### config.mk
export PLATFORM = sky130hd
export DESIGN_NAME = param_universal_shift_register_flat
export DESIGN_NICKNAME = d
export VERILOG_FILES = /design/src/rtl/param_universal_shift_register_pkg.sv /design/src/rtl/param_universal_shift_register_if.sv /design/src/rtl/param_universal_shift_register_shift_step.sv /design/src/rtl/param_universal_shift_register.sv /design/src/flat_wrapper.sv
export SDC_FILE = /design/constraint.sdc
export NUM_CORES = 1
export LEC_CHECK = 0
export CAP_MARGIN = 20
export CORE_MARGIN = 3
export CORE_UTILIZATION = 45
export DETAILED_ROUTE_END_ITERATION = 12
export HOLD_SLACK_MARGIN = 0.05
export PLACE_DENSITY_LB_ADDON = 0.05
export SYNTH_ARGS = -nofsm -noshare
export SYNTH_HDL_FRONTEND = slang
export SYNTH_SLANG_ARGS = --single-unit
### constraint.sdc
create_clock -name clk -period 4.2 [get_ports clk]
set_clock_uncertainty 0.05 [all_clocks]
set_input_delay 0.84 -clock clk [delete_from_list [all_inputs] [get_ports clk]]
set_output_delay 0.84 -clock clk [all_outputs]
set_load 0.005 [all_outputs]
### src/rtl/param_universal_shift_register_pkg.sv
// Shared definitions for the universal shift register slice.
// Contents:
//   op_t / OP_*   : 3-bit operation encodings.
//   state_e       : burst FSM states (IDLE, BURST).
//   is_shift_op() : true for SHL/SHR/ROL/ROR/ASR.
//                   These are the ops that move a bit out and can be burst.
package usr_pkg;

  typedef logic [2:0] op_t;

  localparam op_t OP_HOLD = 3'b000;
  localparam op_t OP_SHL  = 3'b001;
  localparam op_t OP_SHR  = 3'b010;
  localparam op_t OP_LOAD = 3'b011;
  localparam op_t OP_ROL  = 3'b100;
  localparam op_t OP_ROR  = 3'b101;
  localparam op_t OP_ASR  = 3'b110;
  localparam op_t OP_CLR  = 3'b111;

  typedef enum logic [0:0] {
    IDLE  = 1'b0,
    BURST = 1'b1
  } state_e;

  function automatic logic is_shift_op(input op_t op);
    logic res;
    case (op)
      OP_SHL, OP_SHR, OP_ROL, OP_ROR, OP_ASR: res = 1'b1;
      default:                                res = 1'b0;
    endcase
    return res;
  endfunction

endpackage

### src/rtl/param_universal_shift_register_if.sv
// Bus interface of the universal shift register.
// Modport roles:
//   master : drives op/data_in/serial_in/start/count.
//            Observes data_out/serial_out/busy/done.
//   slave  : the register itself, with the opposite directions.
interface usr_if #(
  parameter int WIDTH = 8,
  parameter int CNT_W = 4
);
  import usr_pkg::*;

  op_t              op;
  logic [WIDTH-1:0] data_in;
  logic             serial_in;
  logic             start;
  logic [CNT_W-1:0] count;
  logic [WIDTH-1:0] data_out;
  logic             serial_out;
  logic             busy;
  logic             done;

  modport master (
    output op, data_in, serial_in, start, count,
    input  data_out, serial_out, busy, done
  );

  modport slave (
    input  op, data_in, serial_in, start, count,
    output data_out, serial_out, busy, done
  );
endinterface

### src/rtl/param_universal_shift_register_shift_step.sv
// Combinational single-step operator for the universal shift register.
// Ports:
//   q           : current register value.
//   op          : operation to apply.
//   serial_in   : fill bit for SHL/SHR.
//   data_in     : value used by LOAD.
//   next_q      : register value after the operation.
//   shift_bit   : bit pushed out by a shift/rotate.
//   shift_valid : high when op moves a bit out, i.e. serial_out should update.
module usr_shift_step
  import usr_pkg::*;
#(
  parameter int WIDTH = 8
) (
  input  logic [WIDTH-1:0] q,
  input  op_t              op,
  input  logic             serial_in,
  input  logic [WIDTH-1:0] data_in,
  output logic [WIDTH-1:0] next_q,
  output logic             shift_bit,
  output logic             shift_valid
);

  // Next-value mux and outgoing bit for every operation
  always_comb begin
    next_q      = q;
    shift_bit   = 1'b0;
    shift_valid = is_shift_op(op);
    case (op)
      OP_HOLD: next_q = q;
      OP_SHL: begin
        next_q    = {q[WIDTH-2:0], serial_in};
        shift_bit = q[WIDTH-1];
      end
      OP_SHR: begin
        next_q    = {serial_in, q[WIDTH-1:1]};
        shift_bit = q[0];
      end
      OP_LOAD: next_q = data_in;
      OP_ROL: begin
        next_q    = {q[WIDTH-2:0], q[WIDTH-1]};
        shift_bit = q[WIDTH-1];
      end
      OP_ROR: begin
        next_q    = {q[0], q[WIDTH-1:1]};
        shift_bit = q[0];
      end
      OP_ASR: begin
        next_q    = {q[WIDTH-1], q[WIDTH-1:1]};
        shift_bit = q[0];
      end
      OP_CLR:  next_q = {WIDTH{1'b0}};
      default: next_q = q;
    endcase
  end

endmodule

### src/rtl/param_universal_shift_register.sv
// Parametrised universal shift register with a counted burst engine.
// Ports:
//   clk   : clock, rising edge.
//   reset : asynchronous, active-high reset.
//   bus   : usr_if.slave.
//     op, data_in, serial_in, start, count : inputs.
//     data_out, serial_out, busy, done     : registered outputs.
// In IDLE one op is applied per clock.
// start with a shift op and count>=2 performs the first shift immediately.
// It then runs the remaining count-1 shifts in BURST, ignoring bus inputs
// other than serial_in.
module param_universal_shift_register
  import usr_pkg::*;
#(
  parameter int WIDTH = 8,
  parameter int CNT_W = 4
) (
  input logic  clk,
  input logic  reset,
  usr_if.slave bus
);

  logic [WIDTH-1:0] q_r;
  logic             serial_out_r;
  logic             busy_r;
  logic             done_r;
  logic [CNT_W-1:0] remaining_r;
  op_t              op_q_r;
  state_e           state_r;

  op_t              eff_op_s;
  logic             apply_s;
  logic             burst_req_s;
  logic [WIDTH-1:0] next_q_s;
  logic             shift_bit_s;
  logic             shift_valid_s;

  // Operation select: latched op during a burst, live op otherwise.
  // A zero-length burst request leaves the data untouched.
  always_comb begin
    burst_req_s = bus.start && is_shift_op(bus.op);
    if (state_r == BURST) begin
      eff_op_s = op_q_r;
      apply_s  = 1'b1;
    end else begin
      eff_op_s = bus.op;
      apply_s  = !(burst_req_s && (bus.count == {CNT_W{1'b0}}));
    end
  end

  usr_shift_step #(.WIDTH(WIDTH)) u_step (
    .q           (q_r),
    .op          (eff_op_s),
    .serial_in   (bus.serial_in),
    .data_in     (bus.data_in),
    .next_q      (next_q_s),
    .shift_bit   (shift_bit_s),
    .shift_valid (shift_valid_s)
  );

  // Data register and serial-out tap
  always_ff @(posedge clk or posedge reset) begin
    if (reset) begin
      q_r          <= {WIDTH{1'b0}};
      serial_out_r <= 1'b0;
    end else if (apply_s) begin
      q_r <= next_q_s;
      if (shift_valid_s) begin
        serial_out_r <= shift_bit_s;
      end else begin
        serial_out_r <= serial_out_r;
      end
    end else begin
      q_r          <= q_r;
      serial_out_r <= serial_out_r;
    end
  end

  // Burst FSM, remaining-shift counter and busy/done flags
  always_ff @(posedge clk or posedge reset) begin
    if (reset) begin
      state_r     <= IDLE;
      busy_r      <= 1'b0;
      done_r      <= 1'b0;
      remaining_r <= {CNT_W{1'b0}};
      op_q_r      <= OP_HOLD;
    end else begin
      done_r <= 1'b0;
      case (state_r)
        IDLE: begin
          if (burst_req_s) begin
            if (bus.count > CNT_W'(1)) begin
              // First shift happens on this edge; count-1 remain
              op_q_r      <= bus.op;
              remaining_r <= bus.count - CNT_W'(1);
              busy_r      <= 1'b1;
              state_r     <= BURST;
            end else begin
              // count of 0 or 1 completes on this edge
              done_r <= 1'b1;
            end
          end else begin
            state_r <= IDLE;
          end
        end
        BURST: begin
          remaining_r <= remaining_r - CNT_W'(1);
          if (remaining_r == CNT_W'(1)) begin
            busy_r  <= 1'b0;
            done_r  <= 1'b1;
            state_r <= IDLE;
          end else begin
            state_r <= BURST;
          end
        end
        default: begin
          state_r <= IDLE;
          busy_r  <= 1'b0;
        end
      endcase
    end
  end

  assign bus.data_out   = q_r;
  assign bus.serial_out = serial_out_r;
  assign bus.busy       = busy_r;
  assign bus.done       = done_r;

endmodule

### src/flat_wrapper.sv
// flat-port wrapper written by rule: the top's interface ports become plain ports
module param_universal_shift_register_flat import usr_pkg::*;
#(
  parameter int WIDTH = 8,
  parameter int CNT_W = 4
)
  (clk, reset, bus_op, bus_data_in, bus_serial_in, bus_start, bus_count, bus_data_out, bus_serial_out, bus_busy, bus_done);
  usr_if #(.WIDTH(WIDTH), .CNT_W(CNT_W)) bus_i ();
  input logic clk;
  input logic reset;
  input wire logic [$bits(bus_i.op)-1:0] bus_op;
  input wire logic [$bits(bus_i.data_in)-1:0] bus_data_in;
  input wire logic [$bits(bus_i.serial_in)-1:0] bus_serial_in;
  input wire logic [$bits(bus_i.start)-1:0] bus_start;
  input wire logic [$bits(bus_i.count)-1:0] bus_count;
  output wire logic [$bits(bus_i.data_out)-1:0] bus_data_out;
  output wire logic [$bits(bus_i.serial_out)-1:0] bus_serial_out;
  output wire logic [$bits(bus_i.busy)-1:0] bus_busy;
  output wire logic [$bits(bus_i.done)-1:0] bus_done;
  assign bus_i.op = bus_op;
  assign bus_i.data_in = bus_data_in;
  assign bus_i.serial_in = bus_serial_in;
  assign bus_i.start = bus_start;
  assign bus_i.count = bus_count;
  assign bus_data_out = bus_i.data_out;
  assign bus_serial_out = bus_i.serial_out;
  assign bus_busy = bus_i.busy;
  assign bus_done = bus_i.done;
  param_universal_shift_register #(.WIDTH(WIDTH), .CNT_W(CNT_W)) u_core (.clk(clk), .reset(reset), .bus(bus_i));
endmodule
# Yosys cells after proc, flatten, opt, wreduce, memory -nomap -nowiden
# Index checks and enable logic that the tools add are counted.
[totals] word_cells=66 mem_bits_ro=0 out_inout_bits=11 latchBits=0 ramBits=0 n_memories=0 regBits=19 in_bits=19
[op_classes] shifts=0 addsub=2 mul=0 eq_ne=16 reduce_logical=15 n_mux=21 div_mod_pow=0 bitwise=3 n_lt_le_gt_ge=1
[op_table] operator="8-bit one-hot mux with 7 select lines" count=1
[op_table] operator="3-bit == test (second input constant)" count=7
[op_table] operator="1-bit 2-to-1 mux" count=12
[op_table] operator="5-bit OR reduction" count=2
[op_table] operator="3-bit by 2-bit == test with 1-bit output (second input constant)" count=3
[op_table] operator="3-bit AND reduction" count=3
[op_table] operator="4-bit 2-to-1 mux" count=2
[op_table] operator="1-bit one-hot mux with 2 select lines" count=4
[op_table] operator="4-bit one-hot mux with 2 select lines" count=1
[op_table] operator="4-bit by 1-bit subtractor with 4-bit output (second input constant)" count=2
[op_table] operator="3-bit by 1-bit == test with 1-bit output (second input constant)" count=2
[op_table] operator="2-bit AND reduction" count=3
[op_table] operator="4-bit by 1-bit == test with 1-bit output (second input constant)" count=1
[op_table] operator="4-bit by 1-bit > comparator with 1-bit output (second input constant)" count=1
[op_table] operator="4-bit zero test" count=1
[op_table] operator="2-bit by 1-bit inequality test with 1-bit output (second input constant)" count=2
[op_table] operator="3-bit zero test" count=1
[op_table] operator="3-bit 2-to-1 mux" count=1
[op_table] operator="1-bit NOT" count=3
[op_table] operator="3-bit OR reduction" count=1
[op_table] operator="1-bit logical AND" count=2
[op_table] operator="2-bit inequality test (second input constant)" count=1
[op_table] operator="2-bit OR reduction" count=1
[op_table] operator="1-bit zero test" count=1

# Depth between registers and ports, before layout
# Gate-level depths: netlist of run 1.
[logic_depth] word_depth=8 ltp_mapped=7 ltp_nobuf=6

# By module
# From an unflattened synthesis of run 1, not the netlist that was laid out.
[unflattened] hier_cells=159 hier_area_um2=1515.2
[modules_own_cells] module="param_universal_shift_register" seq_area_each_um2=475.5 cells_per_inst=84 instances=1 area_per_inst_um2=975.9
[modules_own_cells] module="usr_shift_step" seq_area_each_um2=0.0 cells_per_inst=75 instances=1 area_per_inst_um2=539.3

# Worst setup path after synthesis of run 1
# OpenSTA, ideal clock, no wires.
[synth_path] kind="in2reg" from="in bus_count[1]" to="reg u_core.q_r[1] (netlist: u_core.bus.data_out[1])" path_slack_ns=1.897 required_ns=4.025 arrival_ns=2.128 path_stages=7 path_buffers=1 path_cell_list="inv_1 > ha_1 > nor3b_1 > nand4_4 > and2_4 > buf_6 > mux2_4"
[synth_via] elab_chain_cells=5
[synth_rtl] element="start: declaration" line_no="flat_wrapper.sv:15" text="input wire logic [$bits(bus_i.count)-1:0] bus_count;"
[synth_rtl] element="4-bit zero test" line_no="param_universal_shift_register.sv:47" text="apply_s = !(burst_req_s && (bus.count == {CNT_W{1'b0}}));"
[synth_rtl] element="1-bit logical AND" line_no="param_universal_shift_register.sv:47"
[synth_rtl] element="1-bit zero test" line_no="param_universal_shift_register.sv:47"
[synth_rtl] element="1-bit 2-to-1 mux" line_no="param_universal_shift_register.sv:42" text="if (state_r == BURST) begin"
[synth_rtl] element="2-bit AND reduction (no line)"
[synth_rtl] element="end signal: assignment" line_no="param_universal_shift_register.sv:64" text="q_r <= {WIDTH{1'b0}};"
[synth_rtl] element="end signal: assignment" line_no="param_universal_shift_register.sv:67" text="q_r <= next_q_s;"
[synth_rtl] element="end signal: assignment" line_no="param_universal_shift_register.sv:74" text="q_r <= q_r;"
[synth_rtl] element="end: declaration" line_no="param_universal_shift_register.sv:23" text="logic [WIDTH-1:0] q_r;"
# No other way between the ends.
# A chain may end at the register's enable or synchronous reset.

# Worst setup path after layout of run 1
[layout_path] from="in bus_count[0]" to="reg u_core.op_q_r[2]"
[layout_via] elab_chain_cells=2
[layout_rtl] element="4-bit by 1-bit > comparator with 1-bit output" line_no="param_universal_shift_register.sv:92" text="if (bus.count > CNT_W'(1)) begin"
[layout_rtl] element="3-bit AND reduction (no line)"
[layout_rtl] element="end signal: assignment" line_no="param_universal_shift_register.sv:94" text="op_q_r <= bus.op;"
[layout_rtl] element="end: declaration" line_no="param_universal_shift_register.sv:28" text="op_t op_q_r;"
# No other way between the ends.

==> results of run 1 <==
[flip-flops by register name (all words and copies together), names as in the netlist]
| signal | count |
|---|---|
| u_core.remaining_r | 4 |
| u_core.bus.data_out | 8 |
| u_core.bus.busy | 1 |
| u_core.bus.done | 1 |
| u_core.op_q_r | 3 |
| u_core.bus.serial_out | 1 |
| u_core.state_r | 1 |
[how the worst max path moves through the flow]
stage / from / slack, ns / depth (start not counted) / endpoint
after floorplan: bus_count[1] / 1.90 / 7 / u_core.bus.data_out[1]
after global placement: bus_count[0] / 1.41 / 7 / u_core.bus.data_out[3]
after detailed placement: bus_count[0] / 1.35 / 6 / u_core.op_q_r[2]
after CTS: bus_count[0] / 1.68 / 6 / u_core.op_q_r[2]
after global routing: bus_count[0] / 1.51 / 6 / u_core.op_q_r[0]
final: bus_count[0] / 1.66 / 6 / u_core.op_q_r[2]
[logic make-up (layout without fill, tap and decap cells)]
group / Yosys count / count (layout)
flops: 19 / 19
buf+inv: 15 / 42
xor+xnor: 4 / 4
fa+ha+maj: 4 / 4
compound gates: 47 / 47
mux: 14 / 14
simple gates: 37 / 37
[area by class of cell]
type,instances,area (um^2),share of cell area
clock inverter,1,5.00,0.00290
tap,42,52.6,0.0304
sequential,19,475,0.275
clock buffer,3,22.5,0.0130
timing repair buffer,30,298,0.172
multi-input combinational,106,845,0.489
inverter,8,30.0,0.0174
[cell usage after synthesis, drive strengths merged, types with 3 or more instances]
| master | count | area [um^2] |
|---|---|---|
| dfrtp | 19 | 475 |
| o21ai | 14 | 73.8 |
| mux2 | 11 | 146 |
| inv | 8 | 30.0 |
| a21oi | 7 | 38.8 |
| a32oi | 7 | 61.3 |
| buf | 7 | 58.8 |
| nand3 | 7 | 35.0 |
| nand2 | 5 | 18.8 |
| nor2 | 5 | 18.8 |
| ha | 4 | 50.1 |
| nor3 | 4 | 25.0 |
| a31oi | 3 | 18.8 |
| and3 | 3 | 18.8 |
| mux2i | 3 | 42.5 |
| nor3b | 3 | 33.8 |
| xnor2 | 3 | 26.3 |
[where the power goes]
part	internal [W]	switching (W)	leakage (nW)
clock network	0.0000355	0.0000582	0.0177
logic	0.000480	0.000402	0.461
registers	0.000282	0.000127	0.224
[through the flow]
stage / utilization / instances / cell area, um^2 / hold slack (ns) / power [W]
5_1_grt: 0.601 / 209 / 1730 / 0.521 / 0.00151
2_1_floorplan: - / 140 / 1410 / 0.454 / 0.00107
6_report: 0.601 / 209 / 1730 / 0.477 / 0.00138
3_5_place_dp: 0.591 / 205 / 1700 / 0.454 / 0.00129
3_3_place_gp: 0.591 / 205 / 1700 / 0.444 / 0.00127
4_1_cts: 0.601 / 209 / 1730 / 0.485 / 0.00139
[layer usage]
| layer | GRT usage | wire length (um) | vias up |
|---|---|---|---|
| met3 | 0.0248 | 148 | 4 |
| met1 | 0.287 | 1600 | 587 |
| li1 | - | - | 590 |
| met5 | 0 | 0 | - |
| met4 | 0.0667 | 27 | 0 |
| met2 | 0.283 | 1480 | 37 |
[cells in the final DEF (no fill, tap or decap), drive strengths merged, types with 2 or more instances in the layout]
cell / count
a21oi: 7
a211oi: 2
nor3b: 3
mux2i: 3
a221oi: 2
and3: 3
nor2: 5
clkdlybuf4s50: 29
and2: 2
o221ai: 2
clkbuf: 3
inv: 8
nor3: 4
o211ai: 2
o21ai: 14
nand3: 7
dfrtp: 19
a32oi: 7
nand2: 5
a31oi: 3
mux2: 11
xnor2: 3
nand4: 2
ha: 4
==> results.txt, run 1 <==
After detailed routing, the number of remaining DRC violations is 0. For this run, the leading register cell type out of synthesis is sky130_fd_sc_hd__dfrtp_1. The sink of the worst hold path is u_core.bus.serial_out. The run finished with clean final reports. The share of the synthesized area in compound gates (AO/OA/AOI/OAI) was 0.229.

Proportion of synthesized flip-flops having asynchronous set or reset: 1.00. The run gives 3840 um^2 as the die outline area. STA classifies the critical path endpoint as a flip-flop. Data arrival time at the worst-slack endpoint: 2.69 ns. After clock tree synthesis, the setup repair step added 0 buffers. The count of buffers inserted at the top-level ports was 29. The first global-routing pass estimated 5.51 mm of wire. The final-report hold violation count is 0, and the buffer levels on the longest clock path is 2. In this run, post-CTS repair resized a total of 0 instances. The worst path meets setup with 1.66 ns of slack.

The max-slew violation count came out at 0. The die is 62.0 um wide. The fraction of the mapped netlist area in adder cells was 0.0355. Source of the worst register-to-register timing path: u_core.state_r. Setup violations remaining at the end of the flow were counted as 0. Prior to clock tree synthesis, the placed netlist has a worst setup slack of 1.35 ns. The logs give 30 for the number of primary I/O pins and 0 for the sum of overflow across all layers after global routing. Entering global routing, the biggest net connects 21 pins.

Walking the worst path, the cells encountered are clkdlybuf4s50_1 -> inv_1 -> ha_1 -> o21ai_0 -> nand2_1 -> mux2_2. Via count of the first global-routing pass: 1,176. The number of maximum-capacitance constraint violations is 0, and the cell count after synthesis is 140.

TritonCTS built the clock tree. Setup repair after global routing left no endpoint under its margin. Yosys mapped the design onto 48 distinct sky130hd cell types. Summing over every cut layer, the via total after detailed routing is 1,218.

The proportion of synthesized area in mux cells was 0.134. The headroom to the max-slew limit is 0.492. Category of cells accounting for the largest share of critical-path delay: buffers and inverters.

The logs give 0 for the hold buffer count at cts and 3.26 mm for the total detailed-routing wirelength. Clock latency on the worst-skew pair, taken at its later pin, is 0.30 ns. The run gives 0.192 as the global routing usage summed across all routing layers.

The worst setup path is launched from an input pin. The floorplan step set the die height to 62.0 um. Share of synthesized area occupied by flip-flops and latches: 0.337.

Of all nets on the critical path, the largest fanout is 6. The run gives 394 MHz as the highest achievable clock rate. The Yosys step of the flow raised 0 warnings.

The number of cells on the worst hold path was 1; the total buffers and inverters traversed by the critical path was 2. The mean post-synth cell area was 10.1 um^2; the time the worst path needs with I/O delays and setup was 2.54 ns. The logs give 0.000411 V for the peak supply drop and 266 for the number of inserted filler cells in the final layout.

The number of antenna cells inserted is 0, and the total iterations of the first detailed-routing run is 4. Synthesis inferred 19 register bits. The critical path is of the input pin to flip-flop type. The critical register-to-register path endpoint is u_core.bus.data_out[3]. The clock transition at the registers of the reported paths works out to 0.11 ns. Measured in cells, the most critical reg-to-reg path has a length of 4.

In this run, the number of DRC markers left after iteration 0 of detailed routing was 76. Counting flops with a built-in enable in the synthesized netlist gives 0. CTS saw 19 sinks. The mapped netlist covers 1410 um^2.

For the routability-driven placement congestion ratio, the log shows 0.827. In this run the most critical hold path is launched from u_core.bus.serial_out. The required time of the worst setup path was 4.35 ns. The depth of the CTS H-tree is 1, and the XOR/XNOR share of the synthesized area is 0.0249.

For this design the static power due to leakage is 0.703 nW. Initial antenna violation count: 0. After synthesis, the largest family of logic cells by area is compound AO/OA/AOI/OAI gates. When the netlist entered floorplanning its net count stood at 163. After floorplanning, the core was divided into 19 placement rows. Summed over all nets, the half-perimeter wirelength after detailed placement is 2.44 mm. Critical-path cell with the highest stage delay: sky130_fd_sc_hd__clkdlybuf4s50_1. For this design the ratio of total power to cell area is 801 nW/um^2. The area growth from synthesis to layout is 22.6%. Starting density of the core: 0.490. The core region is 2880 um^2. The master cell of the clock root buffer is sky130_fd_sc_hd__clkbuf_4.

The post-route fraction of the period consumed by the critical path came out at 0.604. Buffers inserted during clock tree synthesis total 3. Once detail routing completed, the nets flagged for antenna violations numbered 0.

Share of layout cells above drive strength 1: 0.150. Largest stage delay on the critical path: 0.53 ns. In this run the worst hold path is classified as flip-flop to flip-flop. In the final routed layout, each cell accounts on average for 15.6 um. The post-synthesis simple-gate area fraction works out to 0.176. For flop-to-flop paths, the worst setup slack is 1.87 ns. After detailed routing, the number of vias per cell comes to 5.83. The final layout contains 191 nets.

At the pin with the least slew margin, the transition time is 0.763 ns. In the final timing run, aggregate negative setup slack is 0 ns.
No activity file was read; power rests on OpenSTA's default activity.
==> run 2: changes to the inputs <==
clock period = 2.52 ns   (was 4.2 ns; I/O delays follow)
==> results.txt, run 2 (same netlist as run 1, synthesis figures left out) <==
The run finished with clean final reports. The run gives 2 (unchanged) as the buffer levels on the longest clock path. The tools report the number of maximum-capacitance constraint violations as 0 (unchanged). STA classifies the critical path endpoint as a flip-flop.

The number of primary I/O pins is 30 (unchanged), and the transition time of the tightest slew-check pin is 0.731 ns (-0.0315 ns). The area growth from synthesis to layout is 27.4%. Depth of the CTS H-tree: 1 (unchanged). Setup repair after global routing left no endpoint under its margin.

The flip-flop count of the largest register after layout was 8 (unchanged); the post-placement cell count was 214 (+4.4%). For the internal power summed over all cells, the log shows 0.00137 W (+72%). For the via count of the routed design, the log shows 1,244 (+2.1%). Most common cell after layout, fill and taps aside: sky130_fd_sc_hd__clkdlybuf4s50_1.

The max-slew violation count is 0 (unchanged), and the post-route fraction of the period consumed by the critical path is 0.841. The die boundary width is 62.0 um (unchanged). For the final setup violation count, the log shows 0 (unchanged). The logs give 1,238 (+5.3%) for the via count of the first global-routing pass and 0.000612 V (+49%) for the peak supply drop.

The logs give 200 (+4.7%) for the final net count and 0.59 ns (-1.28 ns) for the slack of the worst reg-to-reg path. The total number of clock tree sinks was 19 (unchanged); the required time of the worst setup path was 2.68 ns (-1.67 ns). The average via count per standard cell came out at 5.71 (-2.1%).

The switching power summed over all nets was 0.000992 W (+69%); the time the worst path needs with I/O delays and setup was 2.12 ns. The biggest fanout along the worst timing path was 8 (+2). The share of layout cells above drive strength 1 was 0.193 (+0.0435). Sum of overflow across all layers after global routing: 0 (unchanged). The tree is rooted in a sky130_fd_sc_hd__clkbuf_4. The data arrival time at the worst-slack endpoint is 2.28 ns (-0.41 ns), and the global routing usage summed across all routing layers is 0.199 (+0.00733). The worst register-to-register path begins at u_core.state_r.

For the die outline area, the log shows 3840 um^2 (unchanged). The number of buffers added by the clock tree synthesis step is 3 (unchanged), and the final-report hold violation count is 0 (unchanged). For the standard-cell row count, the log shows 19 (unchanged). The average wire per cell in the routed design came out at 15.2 um (-2.5%). The cell leakage power is 0.746 nW (+6.1%), and the routability-driven placement congestion ratio is 0.880 (+6.3%). The logs give 0.649 (+0.012) for the combinational share of power and 0.299 (+0.0163) for the met2 usage in global routing. The count of non-filler cells in the finished layout is 218 (+4.3%), and the met1 usage is 0.281 (-0.00601).

The run gives 0.490 (unchanged) as the starting density of the core. The logs give 0.281 (-0.015) for the power share of the sequential group and 0.624 (+0.0235) for the utilization after layout. Critical path endpoint: u_core.bus.data_out[2]. The initial antenna violation count came out at 0 (unchanged).

Path class of the lowest-slack min-delay path: flip-flop to flip-flop. The tools report the placed cell area as 1770 um^2 (+4.0%). The worst setup path is launched from an input pin. For the fraction of power consumed by the clock network, the log shows 0.070 (+0.002). The setup path with the least slack is of type input pin to flip-flop. Timing would allow up to 472 MHz. The remaining design rule violation count is 0 (unchanged). TritonCTS built the clock tree. For the number of design-rule violations left by the first detailed-router iteration, the log shows 51 (-33%). The die boundary height works out to 62.0 um (unchanged).

The power density relative to cell area was 1320 nW/um^2 (+64%). The headroom to the max-slew limit was 0.512 (+0.0204); the number of instances resized during post-cts repair was 0 (unchanged). The logs give 0 (unchanged) for the post-detailed-route count of antenna-violating nets and 0.31 ns (about the same) for the clock latency of the later-clocked register in the worst-skew pair. Number of antenna cells inserted: 0 (unchanged). The logs give 0 (unchanged) for the buffers inserted during post-CTS setup optimization and 2.51 mm (+2.8%) for the sum of net half-perimeters after detailed placement. The tools report the worst setup path startpoint as bus_count[1]. The tools report the first-pass GRT wire length as 5.62 mm (+2.1%).

In this run the critical register-to-register path is captured at u_core.op_q_r[0]. The tools report the hold buffer count at cts as 0 (unchanged). The run gives 3.31 mm (+1.7%) as the total detailed-routing wirelength.

The switching share of power was 0.420 (-0.00461); the clock transition at the registers of the reported paths was 0.12 ns (about the same). The tools report the total iterations of the first detailed-routing run as 4 (unchanged). The layer with the highest usage is met2. The met3 routing resource usage after global routing was 0.0496 (+0.0248); the core region area was 2880 um^2 (unchanged). The cell depth of the worst flop-to-flop path was 4 (unchanged); the count of buffers inserted at the top-level ports was 29 (unchanged). The run gives 0.474 ns (-0.00302 ns) as the final hold slack.

The run gives 1800 um^2 (+3.9%) as the design area. For the sum of negative setup slack, the log shows 0 ns (unchanged). The top cell types in the final layout, fill and taps aside, are 29 x sky130_fd_sc_hd__clkdlybuf4s50_1, 19 x sky130_fd_sc_hd__dfrtp_1, 13 x sky130_fd_sc_hd__o21ai_0. For the pin count of the biggest net entering global routing, the log shows 20 (-4.8%).
[run 2: changes by cell type in the layout (fill, tap and decap cells not counted), sizes merged]
cell	previous run	this run
buf	1	10
[run 2: power groups by stage]
stage	sequential, W	combinational, W	clock (W)
floorplan	0.000614	0.00117	0
global placement	0.000656	0.00150	0
detailed placement	0.000668	0.00153	0
finish	0.000664	0.00153	0.000165
CTS	0.000662	0.00154	0.000171
global route	0.000693	0.00169	0.000181
[run 2: worst min-delay path by stage]
| stage | end | slack [ns] | depth (start not counted) | startpoint |
|---|---|---|---|---|
| CTS | u_core.bus.serial_out | 0.48 | 1 | u_core.bus.serial_out |
| finish | u_core.bus.serial_out | 0.47 | 1 | u_core.bus.serial_out |
| global placement | u_core.bus.serial_out | 0.44 | 1 | u_core.bus.serial_out |
| detailed placement | u_core.bus.serial_out | 0.45 | 1 | u_core.bus.serial_out |
| global route | u_core.bus.serial_out | 0.52 | 1 | u_core.bus.serial_out |
| floorplan | u_core.bus.busy | 0.41 | 1 | reset |
[run 2: layout make-up]
type / count / area [um^2]
fillers: 254 / 1080
multi-input cells: 106 / 845
flip-flops and latches: 19 / 475
repair buffers: 39 / 365
well taps: 42 / 52.6
inverters: 8 / 30.0
clock buffers: 3 / 22.5
clock inverters: 1 / 5.00
[run 2: layer usage]
| layer | part of all wire | vias up |
|---|---|---|
| met4 | 0.0075 | 0 |
| met5 | 0 | - |
| met1 | 0.51 | 593 |
| li1 | - | 609 |
| met3 | 0.049 | 4 |
| met2 | 0.44 | 38 |
[run 2: worst max-delay path, cell delays in order]
cell,delay (ns)
sky130_fd_sc_hd__clkdlybuf4s50_1,0.42
sky130_fd_sc_hd__inv_1,0.08
sky130_fd_sc_hd__ha_1,0.19
sky130_fd_sc_hd__nor3b_1,0.37
sky130_fd_sc_hd__nand4_4,0.18
sky130_fd_sc_hd__and2_4,0.24
sky130_fd_sc_hd__mux2_4,0.30
[run 2: metrics by stage]
step | worst slack (ns) | total power (W)
after global placement | 0.148 | 0.00215
after detailed placement | 0.0655 | 0.00220
after global routing | 0.311 | 0.00257
final | 0.400 | 0.00236
after floorplan | 0.553 | 0.00179
after CTS | 0.405 | 0.00237
==> run 3: changes to the inputs <==
clock period = 2.16 ns   (was 2.52 ns; I/O delays follow)
==> results.txt, run 3 (same netlist as run 1, synthesis figures left out) <==
The flow ran to the end, and the final reports show no timing, DRC or antenna violations. The die outline area was 3840 um^2 (unchanged); the slack of the worst reg-to-reg path was 0.21 ns (-0.38 ns). The logs give 5.66 mm (+0.62%) for the first-pass GRT wire length and 0 (unchanged) for the buffers inserted during post-CTS setup optimization.

Data arrival time at the worst-slack endpoint: 2.10 ns (-0.18 ns). The die boundary height is 62.0 um (unchanged). The average wire per cell in the routed design was 15.1 um (-0.84%). The share of layout cells above drive strength 1 is 0.241 (+0.0475), and the post-detailed-route count of antenna-violating nets is 0 (unchanged). Total iterations of the first detailed-routing run: 4 (unchanged). In this run the critical register-to-register path is captured at u_core.bus.serial_out. The power density relative to cell area was 1520 nW/um^2 (+16%); the number of buffers added by the clock tree synthesis step was 3 (unchanged). The core region area was 2880 um^2 (unchanged).

The path class of the tightest hold or removal check is input pin to async pin. STA classifies the critical path endpoint as a flip-flop. Derived from the worst setup path, the maximum achievable clock frequency is 513 MHz.

The run gives 229 (+5.0%) as the count of non-filler cells in the finished layout. The run gives 2.32 ns (-0.36 ns) as the required time of the worst setup path. The biggest fanout along the worst timing path works out to 12 (+4). Number of instances resized during post-cts repair: 0 (unchanged). The run gives 211 (+5.5%) as the final net count. The total detailed-routing wirelength came out at 3.45 mm (+4.2%). The peak supply drop came out at 0.000763 V (+25%). The run gives 0.388 ns (-0.0856 ns) as the final hold slack. The tools report the worst setup path startpoint as u_core.state_r. The global routing usage summed across all routing layers was 0.200 (+0.00120); the cell depth of the worst flop-to-flop path was 4 (unchanged). The library cells used most frequently in the layout, excluding fill and tap cells, are 29 x sky130_fd_sc_hd__clkdlybuf4s50_1, 21 x sky130_fd_sc_hd__buf_4, 19 x sky130_fd_sc_hd__dfrtp_1. The headroom to the max-slew limit is 0.633 (+0.121), and the growth of design area from synthesis to finish is 33.3%. The starting density of the core is 0.490 (unchanged), and the cell leakage power is 0.797 nW (+6.9%).

The average via count per standard cell is 5.66 (-0.75%). The class of the most critical setup path was flip-flop to flip-flop. The tools report the total number of clock tree sinks as 19 (unchanged). The remaining design rule violation count came out at 0 (unchanged).

The post-layout total power is 0.00286 W (+21%), and the flip-flop count of the largest register after layout is 8 (unchanged). For the depth of the CTS H-tree, the log shows 1 (unchanged). The max-slew violation count was 0 (unchanged); the number of maximum-capacitance constraint violations was 0 (unchanged). The count of buffers inserted at the top-level ports works out to 29 (unchanged).

For the initial antenna violation count, the log shows 0 (unchanged). Via count of the first global-routing pass: 1,225 (-1.1%). The run gives 0.31 ns (about the same) as the clock latency of the later-clocked register in the worst-skew pair. The post-placement cell count is 225 (+5.1%), and the die boundary width is 62.0 um (unchanged). Final setup violation count: 0 (unchanged). The root buffer cell chosen for the clock tree is sky130_fd_sc_hd__clkbuf_4. The most common cell after layout, fill and taps aside is sky130_fd_sc_hd__clkdlybuf4s50_1.

The worst setup path is launched from a flip-flop. The transition time of the tightest slew-check pin is 0.551 ns (-0.180 ns). Post-route fraction of the period consumed by the critical path: 0.902.

The standard-cell row count was 19 (unchanged); the buffer levels on the longest clock path was 2 (unchanged). The run gives 2.65 mm (+5.6%) as the sum of net half-perimeters after detailed placement. The tools report the number of primary I/O pins as 30 (unchanged). The time the worst path needs with I/O delays and setup was 1.95 ns. The pin count of the biggest net entering global routing was 20 (unchanged); the via count of the routed design was 1,297 (+4.3%). Setup repair after global routing left no endpoint under its margin.

The clock transition at the registers of the reported paths came out at 0.11 ns (about the same). TritonCTS built the clock tree. The routability-driven placement congestion ratio was 0.846 (-3.8%); the number of design-rule violations left by the first detailed-router iteration was 97 (+90%). Final-report hold violation count: 0 (unchanged).

The startpoint identified for the worst register-to-register timing path is u_core.state_r. For the hold buffer count at cts, the log shows 0 (unchanged). The worst slack after detailed placement was -0.0967 ns (-0.162 ns); the least setup slack across all paths after layout was 0.212 ns (-0.188 ns). The sum of overflow across all layers after global routing is 0 (unchanged), and the number of antenna cells inserted is 0 (unchanged).
[run 3: cell type report]
type                       count  area [um^2]
fill                         233          998
multi-input combinational    106          845
sequential                    19          475
timing repair buffer          50          448
tap                           42         52.6
inverter                       8         30.0
clock buffer                   3         22.5
clock inverter                 1         5.00
[run 3: per-stage QoR]
stage / area, um^2 / util / TNS, ns
5_1_grt: 1880 / 0.653 / 0
4_1_cts: 1880 / 0.653 / 0
3_5_place_dp: 1850 / 0.643 / -0.910
3_3_place_gp: 1850 / 0.643 / -0.399
6_report: 1880 / 0.653 / 0
2_1_floorplan: 1410 / - / 0
[run 3: worst max-delay path by stage]
stage / endpoint / slack, ns
floorplan: u_core.bus.data_out[1] / 0.27
global placement: u_core.bus.data_out[3] / -0.06
detailed placement: u_core.bus.data_out[1] / -0.1
CTS: u_core.bus.serial_out / 0.24
global route: u_core.bus.data_out[5] / 0.1
finish: u_core.bus.serial_out / 0.21
[run 3: where the power goes]
part	leakage [nW]	internal (W)	switching, W
Clock	0.0177	0.0000693	0.000121
Combinational	0.555	0.00106	0.000840
Sequential	0.224	0.000548	0.000225
[run 3: layer usage]
metal  part of all wire  GRT usage
met1               0.48      0.286
met2               0.45      0.306
met3              0.044     0.0248
met4              0.020     0.0818
met5                  0          0
[run 3: critical path, cell delays in order (launching register included)]
cell	delay [ns]
sky130_fd_sc_hd__dfrtp_1	0.71
sky130_fd_sc_hd__mux2_4	0.40
sky130_fd_sc_hd__a211oi_1	0.28
sky130_fd_sc_hd__o311ai_1	0.13
sky130_fd_sc_hd__mux2_2	0.27
